$ cat config.mk
export PLATFORM = sky130hd
export DESIGN_NAME = seg7_scan_ctrl_flat
export DESIGN_NICKNAME = d
export VERILOG_FILES = /design/src/rtl/seg7_pkg.sv /design/src/rtl/seg7_scan_ctrl_if.sv /design/src/rtl/seg7_hex_enc.sv /design/src/rtl/seg7_scan_ctrl.sv /design/src/flat_wrapper.sv
export SDC_FILE = /design/constraint.sdc
export NUM_CORES = 1
export LEC_CHECK = 0
export ABC_AREA = 0
export CORE_MARGIN = 8
export CORE_UTILIZATION = 45
export DETAILED_ROUTE_END_ITERATION = 16
export MAX_ROUTING_LAYER = met4
export PLACE_DENSITY = 0.7
export SYNTH_ARGS = -nofsm -noshare
export SYNTH_HDL_FRONTEND = slang
export SYNTH_HIERARCHICAL = 1
export SYNTH_SLANG_ARGS = --single-unit
$ cat constraint.sdc
create_clock -name clk -period 7.7 [get_ports clk]
set_clock_uncertainty 0.2 [all_clocks]
set_input_delay 1.54 -clock clk [delete_from_list [all_inputs] [get_ports clk]]
set_output_delay 1.54 -clock clk [all_outputs]
set_load 0.1 [all_outputs]
$ cat src/rtl/seg7_pkg.sv
// Shared constants for the multiplexed seven-segment scan controller:
// display modes, the blank pattern and the active-low hex glyph table.
package seg7_pkg;

  localparam logic [1:0] MODE_HEX     = 2'b00;
  localparam logic [1:0] MODE_RAW     = 2'b01;
  localparam logic [1:0] MODE_HEX_LZB = 2'b10;
  localparam logic [1:0] MODE_BLANK   = 2'b11;

  localparam logic [7:0] SEG_OFF = 8'hFF;

  // Entry k occupies bits [8k+7:8k]; glyph for 0 sits in the low byte.
  localparam logic [127:0] HEX_SEG_TABLE = {
    8'h8E, 8'h86, 8'hA1, 8'hC6, 8'h83, 8'h88, 8'h90, 8'h80,
    8'hF8, 8'h82, 8'h92, 8'h99, 8'hB0, 8'hA4, 8'hF9, 8'hC0
  };

  function automatic logic [7:0] hex_seg(input logic [3:0] nibble);
    return HEX_SEG_TABLE[8*nibble +: 8];
  endfunction

endpackage

$ cat src/rtl/seg7_scan_ctrl_if.sv
// Display-source side of the scan controller: data/control inputs and the
// segment/select/frame outputs, with the source as master and controller as slave.
interface seg7_scan_ctrl_if #(
  parameter int unsigned NUM_DIGITS = 8
);

  logic [8*NUM_DIGITS-1:0] i_data;
  logic [1:0]              disp_mode;
  logic [NUM_DIGITS-1:0]   i_dp;
  logic [NUM_DIGITS-1:0]   i_blink;
  logic [2:0]              i_bright;
  logic                    i_freeze;
  logic [7:0]              o_seg;
  logic [NUM_DIGITS-1:0]   o_sel;
  logic                    o_frame;

  modport master (
    output i_data, disp_mode, i_dp, i_blink, i_bright, i_freeze,
    input  o_seg, o_sel, o_frame
  );

  modport slave (
    input  i_data, disp_mode, i_dp, i_blink, i_bright, i_freeze,
    output o_seg, o_sel, o_frame
  );

endinterface

$ cat src/rtl/seg7_hex_enc.sv
// Combinational nibble to active-low seven-segment glyph (dp bit left off).
module seg7_hex_enc
  import seg7_pkg::*;
(
  input  logic [3:0] nibble_i,
  output logic [7:0] seg_o
);

  always_comb begin
    seg_o = hex_seg(nibble_i);
  end

endmodule

$ cat src/rtl/seg7_scan_ctrl.sv
// Multiplexed seven-segment scanner with frame-synchronous data capture,
// leading-zero blanking, per-digit dp/blink, PWM brightness and freeze.
module seg7_scan_ctrl #(
  parameter int unsigned NUM_DIGITS = 8,
  parameter int unsigned SCAN_DIV   = 15,
  parameter int unsigned BLINK_DIV  = 25
) (
  input logic             clk,
  input logic             rstn,
  seg7_scan_ctrl_if.slave bus
);
  import seg7_pkg::*;

  localparam int unsigned IdxW = (NUM_DIGITS > 1) ? $clog2(NUM_DIGITS) : 1;
  localparam logic [IdxW-1:0] LastIdx = IdxW'(NUM_DIGITS - 1);
  localparam logic [NUM_DIGITS-1:0] Digit0Sel = {{(NUM_DIGITS-1){1'b0}}, 1'b1};

  logic [SCAN_DIV-1:0]     cnt_q, cnt_d;
  logic [IdxW-1:0]         idx_q, idx_d;
  logic [BLINK_DIV-1:0]    blink_q, blink_d;
  logic [8*NUM_DIGITS-1:0] shadow_q, shadow_d;
  logic [7:0]              seg_q, seg_d;
  logic [NUM_DIGITS-1:0]   sel_q, sel_d;
  logic                    frame_q, frame_d;

  logic       tick;
  logic       frame_edge;
  logic [3:0] nibble;
  logic [7:0] hex_glyph;
  logic [7:0] raw_byte;
  logic [2:0] phase;
  logic       lz_blank;
  logic       lit;

  seg7_hex_enc u_hex_enc (
    .nibble_i (nibble),
    .seg_o    (hex_glyph)
  );

  // Scan/blink counters and the frame-synchronous shadow capture.
  always_comb begin
    tick       = &cnt_q;
    frame_edge = tick && (idx_q == LastIdx);
    cnt_d      = cnt_q + 1'b1;
    blink_d    = blink_q + 1'b1;
    idx_d      = idx_q;
    if (tick) begin
      idx_d = (idx_q == LastIdx) ? '0 : idx_q + 1'b1;
    end
    shadow_d = (frame_edge && !bus.i_freeze) ? bus.i_data : shadow_q;
    frame_d  = frame_edge;
  end

  // A digit blanks only if it and every more-significant nibble are zero.
  always_comb begin
    lz_blank = 1'b0;
    if (idx_q != '0) begin
      lz_blank = 1'b1;
      for (int unsigned j = 0; j < NUM_DIGITS; j++) begin
        if (j >= 32'(idx_q) && shadow_q[4*j +: 4] != 4'h0) begin
          lz_blank = 1'b0;
        end
      end
    end
  end

  always_comb begin
    nibble   = shadow_q[4*idx_q +: 4];
    raw_byte = shadow_q[8*idx_q +: 8];
    phase    = cnt_q[SCAN_DIV-1 -: 3];
    lit      = (phase <= bus.i_bright) &&
               !(bus.i_blink[idx_q] && blink_q[BLINK_DIV-1]) &&
               (bus.disp_mode != MODE_BLANK);
    seg_d    = SEG_OFF;
    sel_d    = '1;
    if (lit) begin
      sel_d = ~(Digit0Sel << idx_q);
      case (bus.disp_mode)
        MODE_RAW:     seg_d = raw_byte;
        MODE_HEX_LZB: seg_d = {!bus.i_dp[idx_q], lz_blank ? 7'h7F : hex_glyph[6:0]};
        default:      seg_d = {!bus.i_dp[idx_q], hex_glyph[6:0]};
      endcase
    end
  end

  always_ff @(posedge clk or negedge rstn) begin
    if (!rstn) begin
      cnt_q    <= '0;
      idx_q    <= '0;
      blink_q  <= '0;
      shadow_q <= '0;
      seg_q    <= SEG_OFF;
      sel_q    <= '1;
      frame_q  <= 1'b0;
    end else begin
      cnt_q    <= cnt_d;
      idx_q    <= idx_d;
      blink_q  <= blink_d;
      shadow_q <= shadow_d;
      seg_q    <= seg_d;
      sel_q    <= sel_d;
      frame_q  <= frame_d;
    end
  end

  assign bus.o_seg   = seg_q;
  assign bus.o_sel   = sel_q;
  assign bus.o_frame = frame_q;

endmodule
$ cat src/flat_wrapper.sv
// flat-port wrapper written by rule: the top's interface ports become plain ports
module seg7_scan_ctrl_flat import seg7_pkg::*;
#(
  parameter int unsigned NUM_DIGITS = 8,
  parameter int unsigned SCAN_DIV   = 15,
  parameter int unsigned BLINK_DIV  = 25
)
  (clk, rstn, bus_i_data, bus_disp_mode, bus_i_dp, bus_i_blink, bus_i_bright, bus_i_freeze, bus_o_seg, bus_o_sel, bus_o_frame);
  seg7_scan_ctrl_if #(.NUM_DIGITS(NUM_DIGITS)) bus_i ();
  input logic clk;
  input logic rstn;
  input wire logic [$bits(bus_i.i_data)-1:0] bus_i_data;
  input wire logic [$bits(bus_i.disp_mode)-1:0] bus_disp_mode;
  input wire logic [$bits(bus_i.i_dp)-1:0] bus_i_dp;
  input wire logic [$bits(bus_i.i_blink)-1:0] bus_i_blink;
  input wire logic [$bits(bus_i.i_bright)-1:0] bus_i_bright;
  input wire logic [$bits(bus_i.i_freeze)-1:0] bus_i_freeze;
  output wire logic [$bits(bus_i.o_seg)-1:0] bus_o_seg;
  output wire logic [$bits(bus_i.o_sel)-1:0] bus_o_sel;
  output wire logic [$bits(bus_i.o_frame)-1:0] bus_o_frame;
  assign bus_i.i_data = bus_i_data;
  assign bus_i.disp_mode = bus_disp_mode;
  assign bus_i.i_dp = bus_i_dp;
  assign bus_i.i_blink = bus_i_blink;
  assign bus_i.i_bright = bus_i_bright;
  assign bus_i.i_freeze = bus_i_freeze;
  assign bus_o_seg = bus_i.o_seg;
  assign bus_o_sel = bus_i.o_sel;
  assign bus_o_frame = bus_i.o_frame;
  seg7_scan_ctrl #(.NUM_DIGITS(NUM_DIGITS), .SCAN_DIV(SCAN_DIV), .BLINK_DIV(BLINK_DIV)) u_core (.clk(clk), .rstn(rstn), .bus(bus_i));
endmodule
==> results.toml, run 1 <==
[routing]
vias = 4525
drtIter0Drc = 413
dr.pass1.iters = 5
met3_length_um = 1090
drc_errors = 0
routedWlPerCell_um = 19.4
vias_per_cell = 5.57
wl_met1_um = 6680
wl_met2_um = 7730
wl_um = 15800
route.antenna.remaining_nets = 0
top_layer_used = "met4"

[synth]
yosysWarnings = 6
syn_area_per_cell_sq_um = 12.8
synthCells = 513
syn-cell-area_sq_um = 6570
synthesis.nets = 622

[pwr]
ir_drop_uv = 139
total_power_mw = 1.65
power_density_nw_per_um2 = 198
power_leakage_nw = 3.63

[timing]
slew_viol_final = 0
tns_ns = 0
tightest_slew_ns = 1.16
layout_setup_ws_ns = 3.89
finalSetupViolCount = 0
hold_viol_final = 0
timing.fmax_mhz = 263
relSlewSlack = 0.225
min_period_ns = 3.81
grt_setup_unrepaired = "false"
hold_slack_ns = 0.271
final.period_utilization = 0.494

[outcome]
status = "finished clean"

[placed_design]
dp_hpwl_um = 11400
globalplace.congestion = 0.902
dp_cells = 781
port_buffers = 104
place_area_sq_um = 7660
dp_slack_ns = 3.59

[layout]
final_util = 0.577
areaGrowthSynthToFinish_pct = 26.6
drive_above_1_share = 0.232
fin_cells = 813
fin_area_sq_um = 8320
antennaDiodeCount = 0
nNetsFinal = 725

[clock_network]
clock_sinks = 124
clock_latency_ns = 0.42
cts_buffers = 17
h-tree-depth = 4
postCtsSetupBuffers = 0
clock_path_buffers = 2
cts_tree = "done"
clk_pin_slew_ns = 0.05
root_buffer = "clkbuf_16"
cts_hold_buf = 0
cts.repair.resized = 0

[critical_path]
r2r_end = "u_core/shadow_q[1]"
reg2reg_depth = 5
critPathKind = "reg2out"
cp-end-kind = "output pin"
rrSetupSlack_ns = 4.34
max_stage_delay_ns = 1.14
start_kind = "flop"
cp_num_buf_inv = 1
crit_chain = "clkdlybuf4s50_1"
reg2reg_from = "u_core/idx_q[1]"
required_ns = 5.96
cp_top_family = "buffers and inverters"
cp_data_arrival_time_ns = 2.07
cp_max_fo = 1
slowest_stage = "clkdlybuf4s50_1"

[floorplanning]
io_pins = 105
core_sq_um = 14400
die_area_sq_um = 18700
core.rowCount = 44
die_y_um = 137
die_w_um = 137
initial_core_util = 0.456

[global_routing]
grt_usage = 0.182
antenna_found_initial = 0
grt_max_degree = 66
grt_overflow = 0
grt_first_pass_wirelength_um = 25300
grt_pass1_vias = 4694

[hold_path]
holdPathEnd = "u_core/cnt_q[0]"
hold_class = "reg2reg"
holdCritStartpoint = "u_core/cnt_q[0]"
holdPathStages = 1

[flow_run]
drv_cap = 0
-- cells in the final DEF, fill, tap and decap left out, types with 2 or more instances in the layout --
| master | n |
|---|---|
| o21ai_1 | 3 |
| mux2i_1 | 18 |
| nand2b_1 | 5 |
| inv_1 | 14 |
| or2_2 | 2 |
| mux4_2 | 14 |
| nor4_1 | 8 |
| o21ai_0 | 13 |
| a211oi_1 | 4 |
| buf_4 | 4 |
| dfrtp_1 | 107 |
| clkdlybuf4s50_1 | 103 |
| mux2_4 | 60 |
| bufinv_16 | 5 |
| clkinvlp_4 | 2 |
| o211ai_1 | 4 |
| dfstp_2 | 16 |
| mux2_2 | 13 |
| o22ai_1 | 11 |
| and3_1 | 5 |
| and3b_1 | 2 |
| and2_1 | 2 |
| nand3_1 | 30 |
| nor2_1 | 8 |
| xor2_1 | 7 |
| ha_1 | 21 |
| a31oi_1 | 2 |
| nand2_1 | 43 |
| clkbuf_8 | 3 |
| clkinv_2 | 3 |
| nor2b_1 | 7 |
| nand4_1 | 9 |
| and4_1 | 6 |
| a21oi_1 | 6 |
| clkbuf_16 | 17 |
| xnor2_1 | 29 |
| nor3_1 | 5 |
-- metal layers --
layer,GRT usage,up-vias
met1,0.227,2246
li1,-,2064
met2,0.282,189
met4,0.0597,0
met3,0.0488,26
met5,-,-
-- final cells by class --
type	count	area, sq um
fill	1159	6100
multi-input combinational	351	3190
sequential	124	3120
timing repair buffer	107	1060
clock buffer	21	470
tap	184	230
clock inverter	11	189
inverter	15	56.3
-- how the worst max path moves through the flow --
stage	startpoint	to	slack, ns	depth (start not counted)
after floorplan	bus_i_bright[1]	u_core/bus.o_seg[1]	4.49	8
after global placement	bus_i_bright[1]	u_core/bus.o_seg[7]	3.70	8
after detailed placement	bus_i_bright[1]	u_core/bus.o_seg[7]	3.59	8
after CTS	u_core/bus.o_seg[1]	bus_o_seg[1]	3.86	1
after global routing	u_core/bus.o_seg[4]	bus_o_seg[4]	3.84	1
final	u_core/bus.o_seg[1]	bus_o_seg[1]	3.89	1
-- power by group --
part | total (mW) | switching, mW | leakage, nW | internal [mW]
clock network | 0.880 | 0.282 | 0.319 | 0.598
logic | 0.111 | 0.0598 | 1.67 | 0.0510
registers | 0.660 | 0.00123 | 1.65 | 0.659
total | 1.65 | 0.343 | 3.63 | 1.31
-- flip-flops by register name, indices dropped and copies added, names as in the netlist --
signal,cells
u_core/bus.o_sel,8
u_core/cnt_q,15
u_core/idx_q,3
u_core/bus.o_seg,8
u_core/blink_q,25
u_core/bus.o_frame,1
u_core/shadow_q,64
No activity file was read; power rests on OpenSTA's default activity.
==> run 2, diff against run 1 <==
==> constraint.sdc (replaced) <==
create_clock -name clk -period 3.6 [get_ports clk]
set_clock_uncertainty 0.2 [all_clocks]
set_input_delay 0.72 -clock clk [delete_from_list [all_inputs] [get_ports clk]]
set_output_delay 0.72 -clock clk [all_outputs]
set_load 0.1 [all_outputs]
==> run 2 against run 1 <==
  * Cell area increased by 0.56%
  * Core utilization increased by 0.32 points
  * Total power increased by 110%
  * Flip-flop and latch count unchanged
  * Sequential share of layout area decreased by 0.21 points
  * Clock power increased by 110%
  * Critical path depth increased by 9
  * Register-to-register slack got worse by 3.6 ns
  * Hold slack got worse by 0.14 ns
  * Worst setup slack got worse by 3.2 ns
  * Critical path type is now reg2reg
  * Largest power group unchanged
  * Highest routed layer unchanged
==> results.toml, run 2 (synthesized netlist as in run 1, its figures left out) <==
[critical_path]
reg2reg_depth = 10
cp_num_buf_inv = 1
reg2reg_from = "u_core/idx_q[0]"
max_stage_delay_ns = 0.77
cp-end-kind = "flop"
slowest_stage = "dfrtp_2"
cp_data_arrival_time_ns = 3.00
rrSetupSlack_ns = 0.74
required_ns = 3.74
start_kind = "flop"
critPathKind = "reg2reg"
cp_max_fo = 25
cp_common_cell = "nand2_1"
cp_top_family = "flip-flops"
r2r_end = "u_core/bus.o_seg[3]"
crit_chain = "mux4_2 -> nand2_1 -> nand2_1 -> inv_1 -> ha_1 -> nand2_1 -> a21oi_1 -> a31oi_1 -> nand2_1 -> nand4_1"

[clock_network]
cts.repair.resized = 0
root_buffer = "clkbuf_16"
clk_pin_slew_ns = 0.06
clock_latency_ns = 0.42
cts_buffers = 17
clock_path_buffers = 2
h-tree-depth = 4
clock_sinks = 124
cts_hold_buf = 0
postCtsSetupBuffers = 0
cts_tree = "done"

[layout]
fin_area_sq_um = 8370
fin_cells = 824
antennaDiodeCount = 0
largest-register = "u_core/shadow_q"
areaGrowthSynthToFinish_pct = 27.3
fillers = 1137
layout_commonest_cell = "dfrtp_1"
nNetsFinal = 736
drive_above_1_share = 0.273
reg_top3 = "u_core/shadow_q: 64 flops, u_core/blink_q: 25 flops, u_core/cnt_q: 15 flops"
final_cell_mix = "dfrtp_1 (107), clkdlybuf4s50_1 (86), mux2_4 (60), nand2_1 (43)"
largest_reg_flops = 64

[timing]
tns_ns = 0
slew_viol_final = 0
final.period_utilization = 0.796
timing.fmax_mhz = 349
hold_viol_final = 0
tightest_slew_ns = 0.760
finalSetupViolCount = 0
min_period_ns = 2.86
grt_setup_unrepaired = "false"
relSlewSlack = 0.494

[floorplanning]
die_area_sq_um = 18700
io_pins = 105
die_y_um = 137
core.rowCount = 44
die_w_um = 137
core_sq_um = 14400
initial_core_util = 0.456

[routing]
route.antenna.remaining_nets = 0
vias_per_cell = 5.41
drtIter0Drc = 309
drc_errors = 0
wl_um = 15600
routedWlPerCell_um = 19.0
dr.pass1.iters = 4
vias = 4454

[global_routing]
grt_busiest_layer = "met2"
grt_use_met2 = 0.282
grt_max_degree = 52
antenna_found_initial = 0
grt_pass1_vias = 4767
grt_overflow = 0
gr-usage-met3 = 0.0415
grt_usage = 0.181
met1_usage = 0.226
grt_first_pass_wirelength_um = 25200

[pwr]
total_power_mw = 3.47
ir_drop_uv = 290
p_comb_frac = 0.069
pwr-share-clk = 0.525
power_density_nw_per_um2 = 415
p_int_mw = 2.72
power_leakage_nw = 3.69
power_switching_share = 0.217
netSwitchingPower_mw = 0.754
pwr-share-seq = 0.407

[flow_run]
drv_cap = 0

[placed_design]
dp_cells = 792
place_area_sq_um = 7730
globalplace.congestion = 0.906
port_buffers = 104
dp_hpwl_um = 11800

[hold_path]
hold_class = "in2async"

[outcome]
status = "finished clean"
run 2: metrics by stage:
stage | hold slack (ns) | setup WS (ns) | utilization
CTS | 0.141 | 0.747 | 0.580
finish | 0.127 | 0.736 | 0.580
global placement | 0.252 | 0.779 | 0.536
floorplan | 0.224 | 0.715 | -
global route | 0.178 | 0.556 | 0.580
detailed placement | 0.262 | 0.609 | 0.536
run 2: power groups by stage:
stage	sequential, mW	clock, mW	combinational (mW)
2_1_floorplan	1.50	0	0.0255
3_3_place_gp	1.44	0	0.239
3_5_place_dp	1.44	0	0.242
4_1_cts	1.41	1.86	0.242
5_1_grt	1.41	1.92	0.255
6_report	1.41	1.82	0.238
run 2: routing by layer:
metal	vias up	routed length, um
met5	-	0
met4	0	254
met3	18	840
met2	149	7620
met1	2207	6900
li1	2080	-
run 2: how the worst max path moves through the flow:
stage | cells after the start | slack (ns) | endpoint | from
2_1_floorplan | 12 | 0.71 | u_core/bus.o_seg[0] | u_core/idx_q[0]
3_3_place_gp | 8 | 0.78 | u_core/bus.o_seg[2] | bus_disp_mode[0]
3_5_place_dp | 8 | 0.61 | u_core/bus.o_seg[3] | bus_disp_mode[0]
4_1_cts | 5 | 0.75 | u_core/shadow_q[63] | u_core/idx_q[0]
5_1_grt | 9 | 0.56 | u_core/bus.o_seg[0] | u_core/idx_q[0]
6_report | 10 | 0.74 | u_core/bus.o_seg[3] | u_core/idx_q[0]
run 2: area by class of cell:
class                      instances  area (sq um)  share of cell area
inverter                          15          56.3             0.00673
clock buffer                      19           453              0.0541
timing repair buffer             118          1130               0.135
multi-input combinational        351          3190               0.381
sequential                       124          3120               0.373
tap                              184           230              0.0275
clock inverter                    13           188              0.0224
==> run 3, diff against run 2 <==
--- a/config.mk
+++ b/config.mk
@@ -10,7 +10,7 @@
 export CORE_UTILIZATION = 45
 export DETAILED_ROUTE_END_ITERATION = 16
 export MAX_ROUTING_LAYER = met4
-export PLACE_DENSITY = 0.7
+export PLACE_DENSITY = 0.73
 export SYNTH_ARGS = -nofsm -noshare
 export SYNTH_HDL_FRONTEND = slang
 export SYNTH_HIERARCHICAL = 1
==> constraint.sdc (replaced) <==
create_clock -name clk -period 2.5 [get_ports clk]
set_clock_uncertainty 0.2 [all_clocks]
set_input_delay 0.5 -clock clk [delete_from_list [all_inputs] [get_ports clk]]
set_output_delay 0.5 -clock clk [all_outputs]
set_load 0.1 [all_outputs]
==> run 3 against run 2 <==
  * The flow now finishes with violations (hold timing)
  * Register-to-register slack worse by 0.71 ns
  * Highest routed layer unchanged
  * Total power is 37% higher
  * Largest cell class unchanged
  * Count of clock-buffer cells in the layout is 2 higher
  * Largest power group unchanged
==> results.toml, run 3 (synthesized netlist as in run 1, its figures left out) <==
[timing]
relSlewSlack = 0.571
min_period_ns = 2.47
timing.fmax_mhz = 405
slew_viol_final = 0
hold_slack_ns = -0.0216
final.period_utilization = 0.988
tns_ns = 0
hold_viol_final = 11
grt_setup_unrepaired = "true"
finalSetupViolCount = 0
tightest_slew_ns = 0.644

[clock_network]
root_buffer = "clkbuf_16"
clock_path_buffers = 2
cts_tree = "done"
clock_sinks = 124
cts_hold_buf = 0
cts_buffers = 17
clock_latency_ns = 0.42
clk_pin_slew_ns = 0.05
h-tree-depth = 4

[layout]
layout_commonest_cell = "dfrtp_1"
fillers = 1134
largest_reg_flops = 64
drive_above_1_share = 0.325
final_cell_mix = "dfrtp_1 (107), clkdlybuf4s50_1 (86), mux2_4 (60), buf_4 (57), nand2_1 (37)"
final_util = 0.607
fin_cells = 861
reg_top3 = "u_core/shadow_q: 64 flops, u_core/blink_q: 25 flops, u_core/cnt_q: 15 flops"
nNetsFinal = 773
areaGrowthSynthToFinish_pct = 33.3
largest-register = "u_core/shadow_q"
multiInputGateArea_sq_um = 3230
antennaDiodeCount = 0
regArea_sq_um = 3130

[pwr]
ir_drop_uv = 466
power_density_nw_per_um2 = 544
power_leakage_nw = 3.89
total_power_mw = 4.77

[critical_path]
cp_data_arrival_time_ns = 2.62
reg2reg_depth = 7
critPathKind = "reg2reg"
cp_max_fo = 7
required_ns = 2.65
cp-end-kind = "flop"
start_kind = "flop"

[placed_design]
port_buffers = 104
dp_hpwl_um = 12100
globalplace.congestion = 0.970
dp_cells = 814

[floorplanning]
core_sq_um = 14400
die_y_um = 137
io_pins = 105
die_area_sq_um = 18700
die_w_um = 137
core.rowCount = 44
initial_core_util = 0.456

[routing]
drc_errors = 0
drtIter0Drc = 361
wl_um = 16700
vias_per_cell = 5.38
route.antenna.remaining_nets = 0
dr.pass1.iters = 5
routedWlPerCell_um = 19.4
vias = 4632

[outcome]
status = "finished with violations"
failed_checks = "hold timing"

[global_routing]
antenna_found_initial = 0
grt_usage = 0.185
grt_max_degree = 125
grt_first_pass_wirelength_um = 25800
grt_overflow = 0
grt_pass1_vias = 4839

[hold_path]
hold_class = "in2async"

[flow_run]
drv_cap = 0
==> run 3: changes by cell type in the layout (fill, tap and decap cells not counted), sizes merged <==
cell,change
bufinv,-2
buf,+34
clkinvlp,-2
clkbuf,+5
clkinv,+4
inv,-2
==> run 3: final timing paths <==
| check | endpoint | start | slack (ns) |
|---|---|---|---|
| max in group asynchronous | u_core/idx_q[0] | rstn | 1.60 |
| min in group clk | u_core/blink_q[22] | u_core/blink_q[22] | 0.27 |
| worst min-delay path | u_core/shadow_q[60] | rstn | -0.02 |
| worst min register to register | u_core/blink_q[22] | u_core/blink_q[22] | 0.27 |
| worst max-delay path | u_core/bus.o_seg[2] | u_core/idx_q[0] | 0.03 |
| worst max register to register | u_core/bus.o_seg[2] | u_core/idx_q[0] | 0.03 |
==> run 3: final cells by class <==
cell class                 count  share of cell area
multi-input combinational    351               0.369
sequential                   124               0.357
timing repair buffer         155               0.176
clock buffer                  21              0.0526
tap                          184              0.0263
clock inverter                11              0.0134
inverter                      15             0.00643
==> run 3: worst max-delay path, stage by stage (launching register included) <==
cell and delay, ns:
dfrtp_4 0.43, buf_4 0.17, inv_1 0.09, ha_1 0.24, or4_1 0.51, nor3_1 0.26, o211ai_1 0.30, nand4_1 0.19
==> run 3: per-layer routing <==
| layer | wire length, um | vias up | track usage |
|---|---|---|---|
| li1 | - | 2150 | - |
| met1 | 7350 | 2311 | 0.233 |
| met2 | 8140 | 151 | 0.293 |
| met3 | 953 | 20 | 0.0374 |
| met4 | 244 | 0 | 0.0670 |
| met5 | 0 | - | - |
==> run 3: what timing repair did <==
action | in CTS | in global routing
pin swaps | 0 | 5
gates cloned | 0 | 3
setup endpoints to repair | 59 | 61
buffers inserted | 2 | 10
resized for setup | 1 | 19
==> run 3: power by group <==
| group | total [mW] | leakage [nW] | internal (mW) | switching (mW) |
|---|---|---|---|---|
| sequential | 2.03 | 1.65 | 2.03 | 0.00409 |
| combinational | 0.347 | 1.96 | 0.160 | 0.187 |
| clock | 2.39 | 0.285 | 1.51 | 0.875 |
==> run 3: metrics by stage <==
step | setup slack (ns) | instance area (sq um)
5_1_grt | -0.0214 | 8760
6_report | 0.0288 | 8760
3_5_place_dp | -0.177 | 7950
4_1_cts | 0.0189 | 8540
2_1_floorplan | -0.00823 | 6610
3_3_place_gp | -0.0939 | 7950
